`config.mk`:
```
export PLATFORM = sky130hd
export DESIGN_NAME = multicycle_control_unit
export DESIGN_NICKNAME = d
export VERILOG_FILES = /design/src/rtl/multicycle_ctrl_pkg.sv /design/src/rtl/mc_alu_decoder.sv /design/src/rtl/multicycle_control_unit.sv
export SDC_FILE = /design/constraint.sdc
export NUM_CORES = 1
export LEC_CHECK = 0
export ABC_CLOCK_PERIOD_IN_PS = 2000
export BUFFER_PORTS_ARGS = -buffer_cell sky130_fd_sc_hd__buf_2
export CAP_MARGIN = 10
export CORE_UTILIZATION = 40
export CTS_BUF_LIST = sky130_fd_sc_hd__clkbuf_8
export DETAILED_ROUTE_END_ITERATION = 8
export GPL_ROUTABILITY_DRIVEN = 1
export GPL_TIMING_DRIVEN = 0
export HOLD_SLACK_MARGIN = 0.06
export PLACE_DENSITY_LB_ADDON = 0.25
export SETUP_SLACK_MARGIN = 0.05
export SYNTH_ARGS = -nofsm -noshare
export SYNTH_HDL_FRONTEND = slang
export SYNTH_SLANG_ARGS = --single-unit
```
`constraint.sdc`:
```
create_clock -name clk -period 2 [get_ports clk]
set_input_delay 0 -clock clk [delete_from_list [all_inputs] [get_ports clk]]
set_output_delay 0 -clock clk [all_outputs]
set_load 0.02 [all_outputs]
```
`src/rtl/multicycle_ctrl_pkg.sv`:
```
// Shared types and encodings for the multicycle RV32I control unit.
// Consumed by multicycle_control_unit and mc_alu_decoder.
package multicycle_ctrl_pkg;

    localparam int STATE_W = 4;

    typedef enum logic [STATE_W-1:0] {
        S_FETCH    = 4'd0,
        S_DECODE   = 4'd1,
        S_MEMADR   = 4'd2,
        S_MEMREAD  = 4'd3,
        S_MEMWB    = 4'd4,
        S_MEMWRITE = 4'd5,
        S_EXECR    = 4'd6,
        S_EXECI    = 4'd7,
        S_ALUWB    = 4'd8,
        S_BRANCH   = 4'd9,
        S_JAL      = 4'd10,
        S_TRAP     = 4'd11
    } state_t;

    localparam logic [6:0] OP_LOAD   = 7'b0000011;
    localparam logic [6:0] OP_STORE  = 7'b0100011;
    localparam logic [6:0] OP_R      = 7'b0110011;
    localparam logic [6:0] OP_I      = 7'b0010011;
    localparam logic [6:0] OP_BRANCH = 7'b1100011;
    localparam logic [6:0] OP_JAL    = 7'b1101111;

    localparam logic [1:0] ALUOP_ADD   = 2'b00;
    localparam logic [1:0] ALUOP_SUB   = 2'b01;
    localparam logic [1:0] ALUOP_FUNCT = 2'b10;

    localparam logic [2:0] ALU_ADD = 3'b000;
    localparam logic [2:0] ALU_SUB = 3'b001;
    localparam logic [2:0] ALU_AND = 3'b010;
    localparam logic [2:0] ALU_OR  = 3'b011;
    localparam logic [2:0] ALU_XOR = 3'b100;
    localparam logic [2:0] ALU_SLT = 3'b101;
    localparam logic [2:0] ALU_SLL = 3'b110;
    localparam logic [2:0] ALU_SRL = 3'b111;

    localparam logic [1:0] RES_ALUOUT    = 2'b00;
    localparam logic [1:0] RES_DATA      = 2'b01;
    localparam logic [1:0] RES_ALURESULT = 2'b10;

    localparam logic [1:0] SRCA_PC    = 2'b00;
    localparam logic [1:0] SRCA_OLDPC = 2'b01;
    localparam logic [1:0] SRCA_A     = 2'b10;

    localparam logic [1:0] SRCB_B    = 2'b00;
    localparam logic [1:0] SRCB_IMM  = 2'b01;
    localparam logic [1:0] SRCB_FOUR = 2'b10;

    localparam logic [1:0] IMM_I = 2'b00;
    localparam logic [1:0] IMM_S = 2'b01;
    localparam logic [1:0] IMM_B = 2'b10;
    localparam logic [1:0] IMM_J = 2'b11;

    function automatic logic [1:0] imm_src(input logic [6:0] op);
        case (op)
            OP_STORE:  imm_src = IMM_S;
            OP_BRANCH: imm_src = IMM_B;
            OP_JAL:    imm_src = IMM_J;
            default:   imm_src = IMM_I;
        endcase
    endfunction

endpackage

```
`src/rtl/mc_alu_decoder.sv`:
```
// ALU control decoder: maps ALUOp/funct3/funct7b5/op[5] to the 3-bit ALUControl.
// EXT_ALU=0 folds xor/sll/srl back onto add.
module mc_alu_decoder
    import multicycle_ctrl_pkg::*;
#(
    parameter bit EXT_ALU = 1'b1
) (
    input  logic [1:0] alu_op,
    input  logic [2:0] funct3,
    input  logic       funct7b5,
    input  logic       op5,
    output logic [2:0] alu_control
);

    always_comb begin
        alu_control = ALU_ADD;
        case (alu_op)
            ALUOP_SUB: alu_control = ALU_SUB;
            ALUOP_FUNCT: begin
                case (funct3)
                    // Only R-type (op[5]=1) may subtract; addi ignores IR[30].
                    3'b000:  alu_control = (op5 && funct7b5) ? ALU_SUB : ALU_ADD;
                    3'b001:  alu_control = EXT_ALU ? ALU_SLL : ALU_ADD;
                    3'b010:  alu_control = ALU_SLT;
                    3'b100:  alu_control = EXT_ALU ? ALU_XOR : ALU_ADD;
                    3'b101:  alu_control = EXT_ALU ? ALU_SRL : ALU_ADD;
                    3'b110:  alu_control = ALU_OR;
                    3'b111:  alu_control = ALU_AND;
                    default: alu_control = ALU_ADD;
                endcase
            end
            default: alu_control = ALU_ADD;
        endcase
    end

endmodule

```
`src/rtl/multicycle_control_unit.sv`:
```
// Moore-style control FSM for the multicycle RV32I datapath with branch resolution.
// Define CU_ILLEGAL_TRAP_EN to trap unknown opcodes instead of treating them as NOPs.
module multicycle_control_unit
    import multicycle_ctrl_pkg::*;
#(
    parameter bit BRANCH_EXT = 1'b1,
    parameter bit EXT_ALU    = 1'b1
) (
    input  logic       clk,
    input  logic       rst,
    input  logic [6:0] op,
    input  logic [2:0] funct3,
    input  logic       funct7b5,
    input  logic       zero,
    input  logic       lt,
    input  logic       ltu,
    output logic       PCWrite,
    output logic       AdrSrc,
    output logic       MemWrite,
    output logic       IRWrite,
    output logic [1:0] ResultSrc,
    output logic [1:0] ALUSrcA,
    output logic [1:0] ALUSrcB,
    output logic [1:0] ImmSrc,
    output logic [2:0] ALUControl,
    output logic       RegWrite,
    output logic       instr_done,
    output logic       illegal
);

    state_t     state;
    state_t     state_next;
    logic [1:0] alu_op;
    logic       taken;

    always_ff @(posedge clk) begin
        if (rst) state <= S_FETCH;
        else     state <= state_next;
    end

    always_comb begin
        case (funct3)
            3'b000:  taken = zero;
            3'b001:  taken = BRANCH_EXT && !zero;
            3'b100:  taken = BRANCH_EXT && lt;
            3'b101:  taken = BRANCH_EXT && !lt;
            3'b110:  taken = BRANCH_EXT && ltu;
            3'b111:  taken = BRANCH_EXT && !ltu;
            default: taken = 1'b0;
        endcase
    end

    always_comb begin
        state_next = S_FETCH;
        PCWrite    = 1'b0;
        AdrSrc     = 1'b0;
        MemWrite   = 1'b0;
        IRWrite    = 1'b0;
        ResultSrc  = RES_ALUOUT;
        ALUSrcA    = SRCA_PC;
        ALUSrcB    = SRCB_B;
        alu_op     = ALUOP_ADD;
        RegWrite   = 1'b0;
        instr_done = 1'b0;
        illegal    = 1'b0;
        case (state)
            S_FETCH: begin
                IRWrite    = 1'b1;
                PCWrite    = 1'b1;
                ALUSrcB    = SRCB_FOUR;
                ResultSrc  = RES_ALURESULT;
                state_next = S_DECODE;
            end
            S_DECODE: begin
                // ALU precomputes OldPC + imm so BRANCH/JAL find the target in ALUOut.
                ALUSrcA = SRCA_OLDPC;
                ALUSrcB = SRCB_IMM;
                case (op)
                    OP_LOAD, OP_STORE: state_next = S_MEMADR;
                    OP_R:              state_next = S_EXECR;
                    OP_I:              state_next = S_EXECI;
                    OP_BRANCH:         state_next = S_BRANCH;
                    OP_JAL:            state_next = S_JAL;
                    default: begin
`ifdef CU_ILLEGAL_TRAP_EN
                        state_next = S_TRAP;
`else
                        state_next = S_FETCH;
                        instr_done = 1'b1;
`endif
                    end
                endcase
            end
            S_MEMADR: begin
                ALUSrcA    = SRCA_A;
                ALUSrcB    = SRCB_IMM;
                state_next = op[5] ? S_MEMWRITE : S_MEMREAD;
            end
            S_MEMREAD: begin
                AdrSrc     = 1'b1;
                state_next = S_MEMWB;
            end
            S_MEMWB: begin
                ResultSrc  = RES_DATA;
                RegWrite   = 1'b1;
                instr_done = 1'b1;
            end
            S_MEMWRITE: begin
                AdrSrc     = 1'b1;
                MemWrite   = 1'b1;
                instr_done = 1'b1;
            end
            S_EXECR: begin
                ALUSrcA    = SRCA_A;
                alu_op     = ALUOP_FUNCT;
                state_next = S_ALUWB;
            end
            S_EXECI: begin
                ALUSrcA    = SRCA_A;
                ALUSrcB    = SRCB_IMM;
                alu_op     = ALUOP_FUNCT;
                state_next = S_ALUWB;
            end
            S_ALUWB: begin
                RegWrite   = 1'b1;
                instr_done = 1'b1;
            end
            S_BRANCH: begin
                ALUSrcA    = SRCA_A;
                alu_op     = ALUOP_SUB;
                PCWrite    = taken;
                instr_done = 1'b1;
            end
            S_JAL: begin
                ALUSrcA    = SRCA_OLDPC;
                ALUSrcB    = SRCB_FOUR;
                PCWrite    = 1'b1;
                state_next = S_ALUWB;
            end
`ifdef CU_ILLEGAL_TRAP_EN
            S_TRAP: begin
                illegal    = 1'b1;
                state_next = S_TRAP;
            end
`endif
            default: state_next = S_FETCH;
        endcase
        // Reset cycle: no enables, selects parked at their FETCH values.
        if (rst) begin
            PCWrite    = 1'b0;
            AdrSrc     = 1'b0;
            MemWrite   = 1'b0;
            IRWrite    = 1'b0;
            ResultSrc  = RES_ALURESULT;
            ALUSrcA    = SRCA_PC;
            ALUSrcB    = SRCB_FOUR;
            alu_op     = ALUOP_ADD;
            RegWrite   = 1'b0;
            instr_done = 1'b0;
            illegal    = 1'b0;
        end
    end

    assign ImmSrc = imm_src(op);

    mc_alu_decoder #(
        .EXT_ALU(EXT_ALU)
    ) u_alu_dec (
        .alu_op     (alu_op),
        .funct3     (funct3),
        .funct7b5   (funct7b5),
        .op5        (op[5]),
        .alu_control(ALUControl)
    );

endmodule

```
==> flow_metrics.env, run 1 <==
export IMPL_port_buffers=28
export IMPL_worstPathArrival_ns=1.92
export IMPL_core_sq_um=1541
export IMPL_wl_per_cell_um=12.30
export IMPL_place_gp_congestion=0.8007
export IMPL_path_clk_slew_ns=0.04
export IMPL_rsz0062_at_grt="true"
export IMPL_avgSynthCellArea_sq_um=6.863
export IMPL_hold_viol_final=0
export IMPL_power_density_nw_per_um2=403.6
export IMPL_syn_num_nets=117
export IMPL_n_antenna_cell=0
export IMPL_ys_async_sr_fraction_pct=0
export IMPL_vdd_drop_max_mv=0.4628
export IMPL_final_nets=149
export IMPL_maxCapViolations=0
export IMPL_first_global_vias=723
export IMPL_finalSetupViolCount=0
export IMPL_ctsRootBufferMaster="clkbuf_8"
export IMPL_die_w_um=43.21
export IMPL_drt_wl_total_um=1784
export IMPL_final_setup_tns_ns=0
export IMPL_rr_worst_depth=4
export IMPL_avgViaCountPerCell=5.628
export IMPL_start_kind="flip-flop"
export IMPL_clock_fmax_ghz=0.5210
export IMPL_tritoncts="built"
export IMPL_htree_levels=1
export IMPL_cts_buffers=3
export IMPL_crit_type="reg2out"
export IMPL_initial_core_util_pct=44.07
export IMPL_power_leakage_nw=0.4573
export IMPL_netlist_area_sq_um=679.4
export IMPL_grt_pass1_wl_um=3022
export IMPL_finClkSkew_ns=0.002546
export IMPL_min_path_cells=3
export IMPL_ant_nets=0
export IMPL_row_count=14
export IMPL_synth_ff_type="dfxtp_1"
export IMPL_final_common_cell="buf_2"
export IMPL_utilization_pct=60.39
export IMPL_fin_crit_ns=1.920
export IMPL_power_w=0.0003757
export IMPL_die_y_um=43.21
export IMPL_status="complete, no violations"
export IMPL_max_clock_path_buffers=2
export IMPL_hold_buffers=0
export IMPL_remaining_drc_errors=0
export IMPL_synth_edf_count=0
export IMPL_yosys_area_top_type="dfxtp_1"
export IMPL_io_pins=34
export IMPL_drv_slew=0
export IMPL_grt_start_max_net_pins=11
export IMPL_top_register="state"
export IMPL_grt_overflow=0
export IMPL_antenna_found_initial=0
export IMPL_yosysTopAreaCellShare_pct=11.79
export IMPL_synth_seq_cells=4
export IMPL_dr_pass1_iters=4
export IMPL_top_regs="state x4"
export IMPL_ys_seq_area_share_pct=11.79
export IMPL_area_growth_pct=37.02
export IMPL_layout_common_cells="buf_2 (27), nor3_1 (8), nand2_1 (7), a21oi_1 (7), inv_1 (6)"
export IMPL_synth_cell_types=42
export IMPL_num_vias=816
export IMPL_finalCritPeriodShare_pct=95.98
export IMPL_synth_cells=99
export IMPL_cp_required_ns=2.00
export IMPL_grt_usage_pct=20.40
export IMPL_clkLatencyLatePin_ns=0.22
export IMPL_drive_above_1_share_pct=41.86
export IMPL_timing_critical_path_to_type="output port"
export IMPL_hold_class="in2reg"
export IMPL_largest_reg_flops=4
export IMPL_cts_sinks=4
export IMPL_r2r_setup_slack_ns=0.83
export IMPL_cp_max_fo=9
export IMPL_synthTopCellsByArea="dfxtp_1 (12%), a21oi_1 (5.9%), nor3_1 (5.9%), nand2_1 (3.9%), xnor2_1 (3.9%)"
export IMPL_hpwl_um=1309
export IMPL_yosysWarnings=0
export IMPL_drt_iter0_markers=25
export IMPL_die_area_sq_um=1867
[path summary, 6_finish.rpt]
path / from / to
setup reg to reg: state[0] / state[3]
hold reg to reg: state[3] / state[1]
hold / removal: op[4] / state[2]
setup / recovery: state[1] / ALUControl[0]
[final cells by class]
cell class              count  area, sq um
repair buffers             29        150.1
fillers                   150        610.6
plain buffers               9        67.56
clock buffers               3        41.29
flip-flops and latches      4        87.58
well taps                  16        20.02
inverters                   6        22.52
multi-input cells          78        541.8
[kinds of logic (layout without fill, tap and decap cells)]
logic type,count (synthesis),after routing,share of synthesized area (%)
simple gates,43,43,37.57
compound gates,24,24,22.65
buf+inv,17,47,12.34
xor+xnor,6,6,7.736
flops,4,4,11.79
fa+ha+maj,2,2,3.683
mux,2,2,3.683
other cells,1,1,0.5520
[where the power goes]
| group | internal, W | switching, W |
|---|---|---|
| clock | 0.000129 | 0.0000464 |
| combinational | 0.0000502 | 0.0000645 |
| sequential | 0.0000814 | 0.00000439 |
| total | 0.000260 | 0.000115 |
[timing repair]
item | in CTS | in global routing
setup endpoints to repair | 2 | 2
pin swaps | 1 | 1
resized for setup | 13 | 5
setup buffers | 0 | 1
[metrics by stage]
step                cells  instance area (sq um)  setup WS [ns]  hold slack, ns
finish                145                  930.9        0.08044         0.09228
global route          145                  930.9       0.008760          0.1189
CTS                   145                  915.9        0.05572         0.08151
detailed placement    143                  839.6       -0.05606          0.2950
global placement      143                  839.6       -0.04435          0.2976
floorplan              99                  679.4        0.05496          0.1736
[worst max-delay path: stages (launching register included)]
cell and delay [ns]:
dfxtp_4 0.40, nand2b_4 0.18, nor3_1 0.06, nand2_1 0.11, ha_2 0.21, or3b_2 0.47, a21oi_2 0.13, buf_4 0.15
[metal layers]
| layer | vias to the layer above | share of wire [%] | global-route usage (%) |
|---|---|---|---|
| met2 | 19 | 47 | 34.33 |
| li1 | 413 | - | - |
| met4 | 0 | 0 | 3.636 |
| met1 | 384 | 50 | 27.04 |
| met3 | 0 | 3.1 | 3.830 |
| met5 | - | 0 | 0 |
[Yosys cell counts (3+ instances only)]
library cell,instances
nor3_1,8
o21ai_0,5
xor2_1,3
buf_2,3
xnor2_1,3
dfxtp_1,4
and3_1,3
nand2_1,7
inv_1,6
clkbuf_2,4
a21oi_1,8
nor2_1,6
Power figures use the tool's default switching activity.
==> inputs of run 2 (changes only) <==
--- a/config.mk
+++ b/config.mk
@@ -5,7 +5,7 @@
 export SDC_FILE = /design/constraint.sdc
 export NUM_CORES = 1
 export LEC_CHECK = 0
-export ABC_CLOCK_PERIOD_IN_PS = 2000
+export ABC_CLOCK_PERIOD_IN_PS = 2300
 export BUFFER_PORTS_ARGS = -buffer_cell sky130_fd_sc_hd__buf_2
 export CAP_MARGIN = 10
 export CORE_UTILIZATION = 40
==> constraint.sdc (replaced) <==
create_clock -name clk -period 2.3 [get_ports clk]
set_input_delay 0.46 -clock clk [delete_from_list [all_inputs] [get_ports clk]]
set_output_delay 0.46 -clock clk [all_outputs]
set_load 0.02 [all_outputs]
==> run 2 against run 1 <==
Effect of this change:
- core utilization grew 6.2 points
- sequential share of layout area shrank 0.63 points
- flip-flop and latch count is the same
- count of clock-buffer cells in the layout is the same
- combinational power shrank 9%
- total power shrank 13%
- setup slack gained 0.012 ns
- hold slack gained 0.47 ns
- critical path depth grew 1
- cell count grew 4.8%
- clock skew is essentially flat
- die area is the same
==> flow_metrics.env, run 2 (synthesis results as in run 1) <==
export IMPL_status="complete, no violations"
export IMPL_final_common_cell="buf_2"
export IMPL_largest_reg_flops=4
export IMPL_slowest_stage="or3b_4"
export IMPL_power_leakage_nw=0.4993
export IMPL_path_depth=8
export IMPL_nFillCells=144
export IMPL_drt_iter0_markers=34
export IMPL_die_y_um=43.21
export IMPL_clkPwrFrac_pct=45.6
export IMPL_maxCapViolations=0
export IMPL_grt_start_max_net_pins=11
export IMPL_hold_class="in2reg"
export IMPL_timing_critical_path_to_type="output port"
export IMPL_avgViaCountPerCell=5.599
export IMPL_worstPathArrival_ns=1.75
export IMPL_crit_type="reg2out"
export IMPL_netSwitchingFraction_pct=30.77
export IMPL_p_seq_share_pct=22.4
export IMPL_finClkSkew_ns=0.002214
export IMPL_cts_sinks=4
export IMPL_row_count=14
export IMPL_core_sq_um=1541
export IMPL_internal_power_w=0.0002269
export IMPL_start_kind="flip-flop"
export IMPL_place_ws_ns=-0.2497
export IMPL_die_area_sq_um=1867
export IMPL_clkLatencyLatePin_ns=0.22
export IMPL_drv_slew=0
export IMPL_final_nets=156
export IMPL_hold_buffers=0
export IMPL_switchingPower_w=0.0001009
export IMPL_setup_ws_ns=0.09283
export IMPL_ant_nets=0
export IMPL_max_clock_path_buffers=2
export IMPL_min_path_cells=3
export IMPL_comb_power_share_pct=31.9
export IMPL_remaining_drc_errors=0
export IMPL_setup_worst_path_end="ALUControl[0]"
export IMPL_power_density_nw_per_um2=319.5
export IMPL_grt_pass1_wl_um=3036
export IMPL_tritoncts="built"
export IMPL_grt_usage_pct=20.62
export IMPL_crit_buf_inv=3
export IMPL_initial_core_util_pct=44.07
export IMPL_startpoint="state[3]"
export IMPL_htree_levels=1
export IMPL_die_w_um=43.21
export IMPL_area_growth_pct=51.01
export IMPL_top_register="state"
export IMPL_place_gp_congestion=0.8332
export IMPL_power_w=0.0003278
export IMPL_first_global_vias=716
export IMPL_cp_slowest_stage_delay_ns=0.37
export IMPL_hpwl_um=1363
export IMPL_hold_viol_final=0
export IMPL_r2r_end="state[3]"
export IMPL_rsz0062_at_grt="false"
export IMPL_port_buffers=28
export IMPL_holdWs_ns=0.5614
export IMPL_utilization_pct=66.56
export IMPL_finalCritPeriodShare_pct=95.96
export IMPL_drt_wl_total_um=2051
export IMPL_n_antenna_cell=0
export IMPL_top_regs="state x4"
export IMPL_clock_fmax_ghz=0.4531
export IMPL_seqCellArea_sq_um=90.09
export IMPL_fin_crit_ns=2.207
export IMPL_num_vias=851
export IMPL_rr_worst_depth=5
export IMPL_cp_max_fo=6
export IMPL_r2r_start="state[3]"
export IMPL_multi_input_area_sq_um=575.6
export IMPL_ctsRootBufferMaster="clkbuf_8"
export IMPL_dr_pass1_iters=4
export IMPL_path_delay_family="simple AND/OR/NAND/NOR gates"
export IMPL_drive_above_1_share_pct=48.53
export IMPL_grt_overflow=0
export IMPL_r2r_setup_slack_ns=1.07
export IMPL_antenna_found_initial=0
export IMPL_layout_common_cells="buf_2 (26), buf_4 (11), nor3_1 (7), a21oi_1 (7), nand2_1 (6)"
export IMPL_path_clk_slew_ns=0.03
export IMPL_vdd_drop_max_mv=0.2862
export IMPL_finalSetupViolCount=0
export IMPL_io_pins=34
export IMPL_wl_per_cell_um=13.49
export IMPL_cts_buffers=3
export IMPL_crit_path_cell_trace="buf_6 -> nor2_4 -> nand3_2 -> inv_2 -> ha_4 -> or3b_4 -> a21oi_2 -> buf_4"
export IMPL_cp_required_ns=1.84
## run 2: what timing repair did
item	CTS	global route
resized for setup	18	8
buffers inserted	2	6
endpoints found under the setup margin	3	2
pin swaps	5	3
## run 2: how the worst min path moves through the flow
stage	slack, ns	startpoint	endpoint
detailed placement	0.62	state[2]	state[2]
CTS	0.55	op[4]	state[2]
floorplan	0.57	state[2]	state[0]
global route	0.60	rst	state[3]
finish	0.56	op[4]	state[2]
global placement	0.62	state[2]	state[1]
## run 2: routing by layer
layer  track usage [%]  wire, um
met5                 0         0
met4             4.242        17
met3             3.404       109
met2             34.33       984
met1             27.76       940
## run 2: cell type report
type	count	area share, %
inverter	6	2.195
timing repair buffer	36	20.00
tap	16	1.951
buffer	9	6.951
multi-input combinational	78	56.10
clock buffer	3	4.024
sequential	4	8.781
## run 2: power groups by stage
stage               sequential, W  clock (W)  combinational, W
CTS                     0.0000745   0.000152          0.000100
floorplan               0.0000728          0         0.0000691
global placement        0.0000729          0         0.0000979
detailed placement      0.0000730          0          0.000100
global route            0.0000739   0.000156          0.000113
finish                  0.0000735   0.000150          0.000105
## run 2: worst min-delay path, cell delays in order
cell,delay [ns]
buf_2,0.12
nand4b_1,0.10
a21oi_1,0.06
## run 2: through the flow
step / std cells / setup TNS, ns / instance area, sq um
CTS: 146 / 0 / 947.2
floorplan: 99 / 0 / 689.4
detailed placement: 143 / -0.3594 / 849.6
finish: 152 / 0 / 1026
global route: 152 / 0 / 1026
global placement: 143 / -0.2128 / 849.6
==> inputs of run 3 (changes only) <==
--- a/config.mk
+++ b/config.mk
@@ -5,10 +5,9 @@
 export SDC_FILE = /design/constraint.sdc
 export NUM_CORES = 1
 export LEC_CHECK = 0
-export ABC_CLOCK_PERIOD_IN_PS = 2300
 export BUFFER_PORTS_ARGS = -buffer_cell sky130_fd_sc_hd__buf_2
 export CAP_MARGIN = 10
-export CORE_UTILIZATION = 40
+export CORE_UTILIZATION = 50
 export CTS_BUF_LIST = sky130_fd_sc_hd__clkbuf_8
 export DETAILED_ROUTE_END_ITERATION = 8
 export GPL_ROUTABILITY_DRIVEN = 1
@@ -18,4 +17,5 @@
 export SETUP_SLACK_MARGIN = 0.05
 export SYNTH_ARGS = -nofsm -noshare
 export SYNTH_HDL_FRONTEND = slang
+export SYNTH_HIERARCHICAL = 1
 export SYNTH_SLANG_ARGS = --single-unit
==> run 3 against run 2 <==
Effect of this change:
- non-clock buffer count decreased by 4
- critical endpoint is now ALUControl[2]
- sequential share of layout area up 0.069 points
- critical path type unchanged
- global-route usage increased by 8.1 points
- maximum frequency shrank 0.98%
- sequential power increased by 2%
- count of clock-buffer cells in the layout unchanged
==> flow_metrics.env, run 3 <==
export IMPL_status="complete, no violations"
export IMPL_startpoint="state[1]"
export IMPL_drive_above_1_share_pct=45.04
export IMPL_synth_seq_cells=4
export IMPL_final_nets=151
export IMPL_first_global_vias=768
export IMPL_ctsRootBufferMaster="clkbuf_8"
export IMPL_die_y_um=38.59
export IMPL_port_buffers=30
export IMPL_r2r_setup_slack_ns=1.03
export IMPL_crit_path_cell_trace="nand2b_4 -> nor4b_4 -> inv_1 -> ha_4 -> and4bb_2 -> buf_6"
export IMPL_netlist_area_sq_um=669.4
export IMPL_yosysWarnings=6
export IMPL_ys_async_sr_fraction_pct=0
export IMPL_cp_slowest_stage_delay_ns=0.36
export IMPL_start_kind="flip-flop"
export IMPL_cp_required_ns=1.84
export IMPL_io_pins=34
export IMPL_path_delay_family="simple AND/OR/NAND/NOR gates"
export IMPL_rr_worst_depth=5
export IMPL_n_antenna_cell=0
export IMPL_grt_pass1_wl_um=3049
export IMPL_ant_nets=0
export IMPL_ys_seq_area_share_pct=11.96
export IMPL_htree_levels=1
export IMPL_synthTopCellsByArea="dfxtp_1 (12%), xor2_1 (6.5%), a21oi_1 (6.0%), nor3_1 (5.2%), nor2_1 (5.0%)"
export IMPL_p_seq_share_pct=22.8
export IMPL_yosys_area_share_adder_pct=3.738
export IMPL_grt_overflow=0
export IMPL_finClkSkew_ns=0.002661
export IMPL_remaining_drc_errors=0
export IMPL_power_density_nw_per_um2=332.6
export IMPL_top_regs="state x4"
export IMPL_die_w_um=38.59
export IMPL_drt_iter0_markers=27
export IMPL_top_register="state"
export IMPL_yosys_area_top_type="dfxtp_1"
export IMPL_rsz0062_at_grt="true"
export IMPL_crit_buf_inv=2
export IMPL_cts_buffers=3
export IMPL_avgSynthCellArea_sq_um=7.121
export IMPL_synth_compound_area_share_pct=20.37
export IMPL_hold_viol_final=0
export IMPL_fin_cells=145
export IMPL_grt_usage_pct=28.69
export IMPL_synth_mux_area_share_pct=2.991
export IMPL_hpwl_um=1304
export IMPL_avgViaCountPerCell=5.848
export IMPL_num_vias=848
export IMPL_synth_ff_type="dfxtp_1"
export IMPL_comb_power_share_pct=32.1
export IMPL_max_clock_path_buffers=2
export IMPL_antenna_found_initial=0
export IMPL_maxCapViolations=0
export IMPL_dr_pass1_iters=4
export IMPL_place_ws_ns=-0.005522
export IMPL_syn_num_nets=112
export IMPL_final_common_cell="buf_2"
export IMPL_initial_core_util_pct=57.16
export IMPL_synth_simple_area_share_pct=41.68
export IMPL_path_depth=6
export IMPL_drt_wl_total_um=2096
export IMPL_layout_common_cells="buf_2 (31), a21oi_1 (8), buf_4 (8), nor2_1 (8), nor3_1 (7)"
export IMPL_cp_max_fo=7
export IMPL_cts_sinks=4
export IMPL_clkLatencyLatePin_ns=0.22
export IMPL_power_w=0.0003292
export IMPL_row_count=12
export IMPL_place_gp_congestion=0.7904
export IMPL_hold_class="in2reg"
export IMPL_setup_ws_ns=0.07104
export IMPL_r2r_start="state[1]"
export IMPL_wl_per_cell_um=14.46
export IMPL_netSwitchingFraction_pct=31.07
export IMPL_path_clk_slew_ns=0.03
export IMPL_switchingPower_w=0.0001023
export IMPL_synth_cells=94
export IMPL_synth_xor_xnor_area_share_pct=10.47
export IMPL_hold_buffers=0
export IMPL_fin_crit_ns=2.229
export IMPL_internal_power_w=0.0002269
export IMPL_area_growth_pct=47.85
export IMPL_finalSetupViolCount=0
export IMPL_synth_top_family_by_area="simple AND/OR/NAND/NOR gates"
export IMPL_grt_start_max_net_pins=11
export IMPL_tritoncts="built"
export IMPL_synth_edf_count=0
export IMPL_slowest_stage="dfxtp_4"
export IMPL_clock_fmax_ghz=0.4486
export IMPL_finalCritPeriodShare_pct=96.91
export IMPL_post_synth_top_count_cell="nor2_1"
export IMPL_worstPathArrival_ns=1.77
export IMPL_timing_critical_path_to_type="output port"
export IMPL_vdd_drop_max_mv=0.1995
export IMPL_crit_type="reg2out"
export IMPL_die_area_sq_um=1489
export IMPL_setup_worst_path_end="ALUControl[2]"
export IMPL_r2r_end="state[1]"
export IMPL_core_sq_um=1171
export IMPL_dp_cells=138
export IMPL_largest_reg_flops=4
export IMPL_drv_slew=0
export IMPL_synth_cell_types=38
export IMPL_hold_start="rst"
export IMPL_yosysTopAreaCellShare_pct=11.96
export IMPL_power_leakage_nw=0.4583
export IMPL_synth_common_cells="nor2_1 (9), a21oi_1 (8), nor3_1 (7)"
export IMPL_clkPwrFrac_pct=45.0
## run 3: cell count changes after synthesis, moves of 2 or more
cell | before | now
xor2_1 | 3 | 5
nor2_1 | 6 | 9
o22ai_1 | 2 | 0
or3_1 | 2 | 5
or3b_2 | 2 | 0
clkbuf_2 | 4 | 0
buf_2 | 3 | 5
nand2_1 | 7 | 3
## run 3: cells by family (layout without fill, tap and decap cells)
kind of cell,count (synthesis),in the layout
buffers and inverters,12,49
AOI/OAI and AO/OA,21,21
xor gates and xnor gates,8,8
and+or+nand+nor,44,44
DFF,4,4
muxes,2,2
other,1,1
adders and majority gates,2,2
## run 3: cell type report
| type | instances | area (sq um) |
|---|---|---|
| buffer | 7 | 41.29 |
| clock buffer | 3 | 41.29 |
| fill | 77 | 181.4 |
| inverter | 5 | 18.77 |
| multi-input combinational | 78 | 594.3 |
| sequential | 4 | 87.58 |
| tap | 14 | 17.52 |
| timing repair buffer | 34 | 188.9 |
## run 3: how the worst min path moves through the flow
| stage | endpoint | slack, ns | cells after the start |
|---|---|---|---|
| final | state[3] | 0.58 | 2 |
| after floorplan | state[2] | 0.58 | 3 |
| after CTS | state[3] | 0.57 | 2 |
| after detailed placement | state[2] | 0.63 | 3 |
| after global placement | state[2] | 0.62 | 3 |
| after global routing | state[3] | 0.60 | 2 |
## run 3: worst reg2reg max path: cells and delay by family (launching register included)
| kind | cells | cell delay (ns) |
|---|---|---|
| compound gates | 2 | 0.39 |
| flops | 1 | 0.36 |
| buf+inv | 2 | 0.27 |
| simple gates | 1 | 0.16 |
## run 3: routing by layer
layer  GRT usage, %  wire length (um)  share of wire, %  up-vias
li1               -                 -                 -      408
met1          32.65               855                41      404
met2          52.92              1111                53       36
met3          5.202               129               6.2        0
met4          8.621                 0                 0        0
met5              0                 0                 0        -
## run 3: timing repair
item,4_1_cts,5_1_grt
pin swaps,2,2
endpoints found under the setup margin,3,2
buffers inserted,2,2
resized for setup,10,10
endpoints found under the hold margin,0,0
## run 3: power groups by stage
stage          clock [W]  sequential [W]  combinational (W)
3_5_place_dp           0       0.0000754          0.0000953
4_1_cts         0.000148       0.0000756           0.000100
3_3_place_gp           0       0.0000754          0.0000923
5_1_grt         0.000157       0.0000753           0.000116
6_report        0.000148       0.0000751           0.000106
2_1_floorplan          0       0.0000746          0.0000603
## run 3: metrics by stage
stage               hold WS [ns]  cell area [sq um]  setup TNS (ns)  util (%)
floorplan                 0.5810              669.4               0         -
global placement          0.6245              837.1               0     71.47
detailed placement        0.6254              837.1       -0.005522     71.47
CTS                       0.5691              923.4               0     78.85
global route              0.5989              989.7               0     84.51
finish                    0.5850              989.7               0     84.51
